File: src/rtl/touch_coord_filter.sv
// touch_coord_filter: power-of-two window averaging of touch X/Y samples with frame-based pen-release debounce.
// Define TOUCH_SAMPLE_COUNT_EN to enable the saturating completed-window counter on Sample_Count.
module touch_coord_filter #(
    parameter int COORD_W        = 12,
    parameter int AVG_LOG2       = 2,
    parameter int RELEASE_CNT    = 4,
    parameter int GRID_COLS_LOG2 = 2,
    parameter int GRID_ROWS_LOG2 = 2
) (
    input  logic                      Clock,
    input  logic                      Resetn,
    input  logic                      Touch_En,
    input  logic                      Coord_En,
    input  logic [COORD_W-1:0]        X_Coord,
    input  logic [COORD_W-1:0]        Y_Coord,
    input  logic                      Frame_Tick,
    output logic                      Touched,
    output logic                      Valid,
    output logic                      Release,
    output logic [COORD_W-1:0]        X_Avg,
    output logic [COORD_W-1:0]        Y_Avg,
    output logic [GRID_COLS_LOG2-1:0] Cell_Col,
    output logic [GRID_ROWS_LOG2-1:0] Cell_Row,
    output logic [15:0]               Sample_Count
);

    localparam int ACC_W = COORD_W + AVG_LOG2;
    localparam int WIN   = 1 << AVG_LOG2;
    localparam logic [AVG_LOG2:0] SCNT_LAST = (AVG_LOG2 + 1)'(WIN - 1);
    localparam logic [7:0]        RCNT_LAST = 8'(RELEASE_CNT - 1);

    typedef enum logic [1:0] {IDLE, ACCUM, HOLD} state_t;

    state_t               state;
    logic [ACC_W-1:0]     acc_x, acc_y;
    logic [ACC_W-1:0]     sum_x, sum_y;
    logic [COORD_W-1:0]   avg_x, avg_y;
    logic [AVG_LOG2:0]    scnt;
    logic [7:0]           rcnt;
    logic                 accept;
    logic                 win_done;

    // Truncating divide by the window size; no rounding.
    function automatic logic [COORD_W-1:0] trunc_avg(input logic [ACC_W-1:0] s);
        return COORD_W'(s >> AVG_LOG2);
    endfunction

    always_comb begin
        accept   = Coord_En & Touch_En;
        sum_x    = acc_x + ACC_W'(X_Coord);
        sum_y    = acc_y + ACC_W'(Y_Coord);
        avg_x    = trunc_avg(sum_x);
        avg_y    = trunc_avg(sum_y);
        win_done = accept && (scnt == SCNT_LAST);
    end

    always_ff @(posedge Clock or negedge Resetn) begin
        if (!Resetn) begin
            state    <= IDLE;
            acc_x    <= '0;
            acc_y    <= '0;
            scnt     <= '0;
            rcnt     <= '0;
            Touched  <= 1'b0;
            Valid    <= 1'b0;
            Release  <= 1'b0;
            X_Avg    <= '0;
            Y_Avg    <= '0;
            Cell_Col <= '0;
            Cell_Row <= '0;
        end else begin
            Valid   <= 1'b0;
            Release <= 1'b0;
            if (accept) begin
                rcnt <= '0;
                if (win_done) begin
                    X_Avg    <= avg_x;
                    Y_Avg    <= avg_y;
                    Cell_Col <= avg_x[COORD_W-1 -: GRID_COLS_LOG2];
                    Cell_Row <= avg_y[COORD_W-1 -: GRID_ROWS_LOG2];
                    Valid    <= 1'b1;
                    Touched  <= 1'b1;
                    acc_x    <= '0;
                    acc_y    <= '0;
                    scnt     <= '0;
                    state    <= HOLD;
                end else begin
                    acc_x <= sum_x;
                    acc_y <= sum_y;
                    scnt  <= scnt + 1'b1;
                    if (state == IDLE)
                        state <= ACCUM;
                end
            end else if (state != IDLE) begin
                // Pen-up debounce: only consecutive untouched frames count.
                if (Touch_En) begin
                    rcnt <= '0;
                end else if (Frame_Tick) begin
                    if (rcnt == RCNT_LAST) begin
                        state <= IDLE;
                        acc_x <= '0;
                        acc_y <= '0;
                        scnt  <= '0;
                        rcnt  <= '0;
                        if (state == HOLD) begin
                            Touched <= 1'b0;
                            Release <= 1'b1;
                        end
                    end else begin
                        rcnt <= rcnt + 8'd1;
                    end
                end
            end
        end
    end

`ifdef TOUCH_SAMPLE_COUNT_EN
    logic [15:0] sample_cnt;

    function automatic logic [15:0] sat_inc(input logic [15:0] v);
        return (v == 16'hFFFF) ? v : v + 16'd1;
    endfunction

    always_ff @(posedge Clock or negedge Resetn) begin
        if (!Resetn)
            sample_cnt <= '0;
        else if (win_done)
            sample_cnt <= sat_inc(sample_cnt);
    end

    assign Sample_Count = sample_cnt;
`else
    assign Sample_Count = 16'h0000;
`endif

endmodule

File: config.mk
export PLATFORM = sky130hd
export DESIGN_NAME = touch_coord_filter
export DESIGN_NICKNAME = d
export VERILOG_FILES = /design/src/rtl/touch_coord_filter.sv
export SDC_FILE = /design/constraint.sdc
export NUM_CORES = 1
export LEC_CHECK = 0
export BUFFER_PORTS_ARGS = -buffer_cell sky130_fd_sc_hd__buf_4
export CORE_MARGIN = 2
export CORE_UTILIZATION = 60
export DETAILED_ROUTE_END_ITERATION = 8
export GPL_TIMING_DRIVEN = 0
export HOLD_SLACK_MARGIN = 0.15
export PLACE_DENSITY = 0.92
export SYNTH_ARGS = -nofsm -noshare
export SYNTH_HDL_FRONTEND = slang
export SYNTH_SLANG_ARGS = --single-unit
File: constraint.sdc
create_clock -name Clock -period 3.32 [get_ports Clock]
set_input_delay 0.83 -clock Clock [delete_from_list [all_inputs] [get_ports Clock]]
set_output_delay 0.83 -clock Clock [all_outputs]
set_load 0.01 [all_outputs]
Word level (Yosys, flattened, before mapping)
Cells that the tools add are included.
{"block": "word_totals", "memories": 0, "out_inout_bits": 47, "inputBits": 29, "mem_bits_rw": 0, "reg_bits": 72, "rom_bits": 0, "latchBits": 0}
{"block": "op_classes", "n_mux": 41, "bitwise": 1, "eq_ne": 6, "n_shift": 0, "addsub": 4, "div_mod_pow": 0, "mul": 0, "reduce_logical": 13, "magnitude_cmp": 0}
{"operator": "two-way mux 14 bit", "n": 8}
{"operator": "two-way mux 8 bit", "n": 5}
{"operator": "adder 14 x 12 -> 14 bit", "n": 2}
{"operator": "two-way mux 3 bit", "n": 6}
{"operator": "two-way mux 1 bit", "n": 15}
{"operator": "two-way mux 2 bit", "n": 7}
{"operator": "nonzero test 2 bit", "n": 5}
{"operator": "adder 8 x 1 -> 8 bit (second input constant)", "n": 1}
{"operator": "== test 8 x 2 -> 1 bit (second input constant)", "n": 1}
{"operator": "AND reduction 6 bit", "n": 1}
{"operator": "AND reduction 5 bit", "n": 1}
{"operator": "inequality test 2 x 1 -> 1 bit (second input constant)", "n": 2}
{"operator": "AND reduction 2 bit", "n": 2}
{"operator": "AND reduction 4 bit", "n": 1}
{"operator": "adder 3 x 1 -> 3 bit (second input constant)", "n": 1}
{"operator": "== test 3 x 2 -> 1 bit (second input constant)", "n": 1}
{"operator": "inequality test 3 x 1 -> 1 bit (second input constant)", "n": 1}
{"operator": "nonzero test 3 bit", "n": 1}
{"operator": "== test 2 bit (second input constant)", "n": 1}
{"operator": "zero test 2 bit", "n": 1}
{"operator": "bitwise AND 1 bit", "n": 1}
{"operator": "logical AND 1 bit", "n": 1}

Logic depth before layout (Yosys ltp)
{"block": "logic_depth", "ltp_word": 7, "mapped_depth": 9, "mapped_depth_nobuf": 9}

Worst setup path after synthesis
No wires, ideal clock.
{"block": "synth_timing", "path_kind": "input -> register", "start": "input Y_Coord[0]", "end": "register Y_Avg[8]", "t_arrival_ns": 2.573, "required_ns": 3.195, "cell_stages": 8, "setup_ns": 0.125, "path_slack_ns": 0.622, "path_cell_list": "ha_1 > fa_1 > a211oi_1 > nor2_1 > o31ai_1 > nor2b_1 > xnor2_1 > mux2_2"}
{"block": "synth_via", "elab_chain_cells": 1}
{"item": "start: declaration", "line": "15", "source": "input logic [COORD_W-1:0] Y_Coord,"}
{"item": "adder 14 x 12 -> 14 bit", "line": "51", "source": "sum_y = acc_y + ACC_W'(Y_Coord);"}
{"item": "end signal: assignment", "line": "78", "source": "Y_Avg <= avg_y;"}
{"item": "end: declaration", "line": "21", "source": "output logic [COORD_W-1:0] Y_Avg,"}
No other way between the ends.
A chain may end at the register's enable or synchronous reset.

Final worst setup path
Ends and elaborated chain as after synthesis.

==> flow_metrics.py <==
metrics = {
    "floorplanning": {
        "core_area_mm2": 0.00639,
        "initial_utilization": 0.626,
        "die_outline_area_mm2": 0.00733,
        "floorplan.die.width_um": 85.6,
        "fp-row-count": 29,
        "floorplan.io_pins": 76,
        "die-height_um": 85.6,
    },
    "critical_path": {
        "critical_path.cell_chain": "buf_4 > ha_1 > fa_1 > a211oi_1 > nor2_1 > o31ai_1 > nor2b_1 > xnor2_1 > mux2_2",
        "slowest_stage": "fa_1",
        "type_of_destination_of_the_critical_path": "flop",
        "cp-startpoint": "Y_Coord[0]",
        "worstPathArrival_ns": 3.06,
        "cp_slowest_stage_delay_ns": 0.43,
        "worst-path-max-fanout": 3,
        "crit_family": "compound AO/OA/AOI/OAI gates",
        "worstPathBufferInverterCount": 1,
        "launch_point_of_the_worst_reg_to_reg_path": "acc_y[0]",
        "timing.critical_path.from_type": "input port",
        "timing.critical_path.required_ns": 3.55,
        "worst-setup-path-type": "input port to flop",
    },
    "sta": {
        "worst_slew_margin_relative_to_its_limit": 0.429,
        "tns_ns": 0,
        "final-hold-violation-count": 0,
        "max_clock_freq_mhz": 354,
        "post-route-min-period_ns": 2.83,
        "maxSlewViolCount": 0,
        "fin_worst_skew_ns": 0.00735,
        "layout_worst_path_cycle_share": 0.851,
        "grt_setup_unrepaired": "false",
        "tightest_slew_ns": 0.856,
        "count_of_final_setup_violators": 0,
    },
    "logic_synthesis": {
        "yosys_warnings": 0,
        "seq_area_frac_synth": 0.426,
        "mappedNetlistArea_mm2": 0.00400,
        "synthArstFlopShare": 1.00,
        "synth_top_flop_cell": "dfrtp_1",
        "postSynthAreaPerCell_um2": 9.45,
        "synth-edff-count": 0,
        "netlist_instances": 423,
        "yosys.cell_types.count": 51,
        "postSynthRegisterBits": 68,
    },
    "detailed_routing": {
        "routed-via-count": 3395,
        "initialDrtViolationCount": 279,
        "top_layer": "met4",
        "detailroute.wirelength.met2_mm": 4.55,
        "detailroute.wirelength.met3_um": 462,
        "postRouteWirelength_mm": 9.00,
        "number_of_nets_with_antenna_violations_after_routing": 0,
        "drt-wirelength-per-cell_um": 15.3,
        "drt-pass1-iter-count": 4,
        "viasPerCell": 5.76,
        "met1_length_mm": 3.87,
        "post-route-drc-count": 0,
    },
    "placed_design": {
        "placement.io_buffers": 58,
        "place_hpwl_mm": 6.38,
        "place.gp.congestion": 0.906,
    },
    "final_layout": {
        "total_area_of_multi_input_combinational_cells_mm2": 0.00209,
        "register_area_mm2": 0.00170,
        "area.growth.synth_to_final_pct": 19.0,
        "mostFrequentLayoutCells": "buf_4, dfrtp_1, o21ai_0",
        "share_of_final_layout_standard_cells_stronger_than_drive_strength_1": 0.221,
        "final_net_count": 564,
        "finalCoreUtilization": 0.745,
        "most_common_library_cell_in_the_layout_ignoring_fill_and_taps": "buf_4",
        "insertedDiodeCount": 0,
        "fillerInstances": 436,
    },
    "power": {
        "ir_worst_vdd_v": 0.000561,
        "power.density_cell_area_mw_per_mm2": 857,
        "cellLeakagePower_nw": 2.34,
        "design_power_total_mw": 4.07,
    },
    "clock_network": {
        "cts_tree": "built",
        "post_cts_resize_count": 0,
        "clk-insertion-delay-late_ns": 0.35,
        "clkSlewWorstSetupHoldPaths_ns": 0.07,
        "clock_tree.htree_level_count": 3,
        "cts_inserted_buffers": 9,
        "cts_hold_repair.buffers": 0,
        "cts_post_setup_buffers_inserted": 0,
        "cts.root.buffer_cell": "clkbuf_8",
        "clkSinkCount": 68,
        "ctsLongestPathBuffers": 2,
    },
    "worst_hold_path": {
        "min-delay-path-class": "flop to flop",
        "hold_path_startpoint": "Y_Avg[1]",
    },
    "flow_run": {
        "maxCapViolCount": 0,
    },
    "global_route": {
        "grt_max_degree": 69,
        "global_route_wire_length_before_repair_mm": 15.1,
        "number_of_global_route_vias_before_repair": 3302,
        "antenna_violations_before_repair": 0,
        "track_usage": 0.257,
        "overflow": 0,
    },
    "run_status": {
        "status": "finished clean",
    },
}
-- Yosys cell counts, types with 2 or more instances --
library cell / number / share of area
a211oi_1: 7 / 0.013
a21o_1: 4 / 0.0075
a21oi_1: 22 / 0.028
a22o_1: 15 / 0.033
and3_1: 8 / 0.013
buf_2: 2 / 0.0025
buf_4: 20 / 0.038
buf_6: 2 / 0.0056
clkbuf_1: 8 / 0.0075
dfrtp_1: 68 / 0.43
fa_1: 2 / 0.010
ha_1: 26 / 0.081
inv_1: 12 / 0.011
mux2_2: 8 / 0.023
nand2_1: 50 / 0.047
nand2b_1: 6 / 0.0094
nand3_1: 5 / 0.0063
nor2_1: 28 / 0.026
nor2b_1: 6 / 0.0094
nor3_1: 6 / 0.0075
o211ai_1: 2 / 0.0038
o21a_1: 6 / 0.011
o21ai_0: 51 / 0.064
o21ai_1: 4 / 0.0050
o31ai_1: 9 / 0.017
or2_2: 3 / 0.0047
or3_1: 2 / 0.0031
or4_1: 2 / 0.0038
xnor2_1: 14 / 0.031
xor2_1: 4 / 0.0088
-- through the flow --
stage	cells	setup WS, ns	cell area (µm²)	hold slack [ns]
after floorplan	438	0.622	4050	0.453
after global placement	573	0.312	4580	0.465
after detailed placement	573	0.229	4580	0.468
after CTS	589	0.513	4750	0.486
after global routing	589	0.373	4750	0.510
final	589	0.494	4750	0.484
-- sequential cells by signal, summed over array words and instances (netlist names) --
signal and cells:
rcnt 8, state 2, acc_y 14, Touched 1
Y_Avg 12, scnt 3, X_Avg 12, Valid 1
acc_x 14, Release 1
-- kinds of logic (layout without fill, tap and decap cells) --
kind of cell | Yosys count | count (layout) | share of synthesized area
other cells | 1 | 16 | 0.000938
flops | 68 | 68 | 0.426
fa+ha+maj | 28 | 28 | 0.0914
simple gates | 122 | 122 | 0.141
mux | 8 | 8 | 0.0225
buf+inv | 45 | 119 | 0.0654
xor+xnor | 18 | 18 | 0.0394
compound gates | 133 | 133 | 0.214
-- power breakdown --
part           switching [mW]  total (mW)  internal [mW]
clock                   0.325       0.615          0.290
combinational            1.10        2.07          0.970
sequential              0.230        1.39           1.16
total                    1.65        4.07           2.42
-- routing by layer --
| metal | GRT usage | vias to the layer above |
|---|---|---|
| met2 | 0.428 | 92 |
| met1 | 0.333 | 1645 |
| met4 | 0.0851 | 0 |
| li1 | - | 1646 |
| met5 | 0 | - |
| met3 | 0.0577 | 12 |
-- final timing paths --
path / to / slack [ns] / cells after the start
max in group asynchronous: Touched / 2.18 / 1
min in group asynchronous: acc_y[3] / 0.60 / 1
setup / recovery: Y_Avg[8] / 0.49 / 9
hold reg to reg: Y_Avg[1] / 0.48 / 2
hold / removal: Y_Avg[1] / 0.48 / 2
setup reg to reg: Y_Avg[8] / 0.70 / 8
-- area by class of cell --
| cell class | count | area share |
|---|---|---|
| sequential | 68 | 0.358 |
| buffer | 32 | 0.0447 |
| timing repair buffer | 58 | 0.0916 |
| tap | 77 | 0.0203 |
| multi-input combinational | 325 | 0.439 |
| inverter | 13 | 0.0103 |
| clock buffer | 12 | 0.0305 |
| clock inverter | 4 | 0.00526 |
-- worst register-to-register path, cell delays in order, from the launching register on --
cell and delay (ns):
dfrtp_1 0.40, ha_1 0.23, fa_1 0.43, a211oi_1 0.41
nor2_1 0.12, o31ai_1 0.33, nor2b_1 0.22, xnor2_1 0.11
mux2_2 0.27
(Power assumes the default switching activity.)
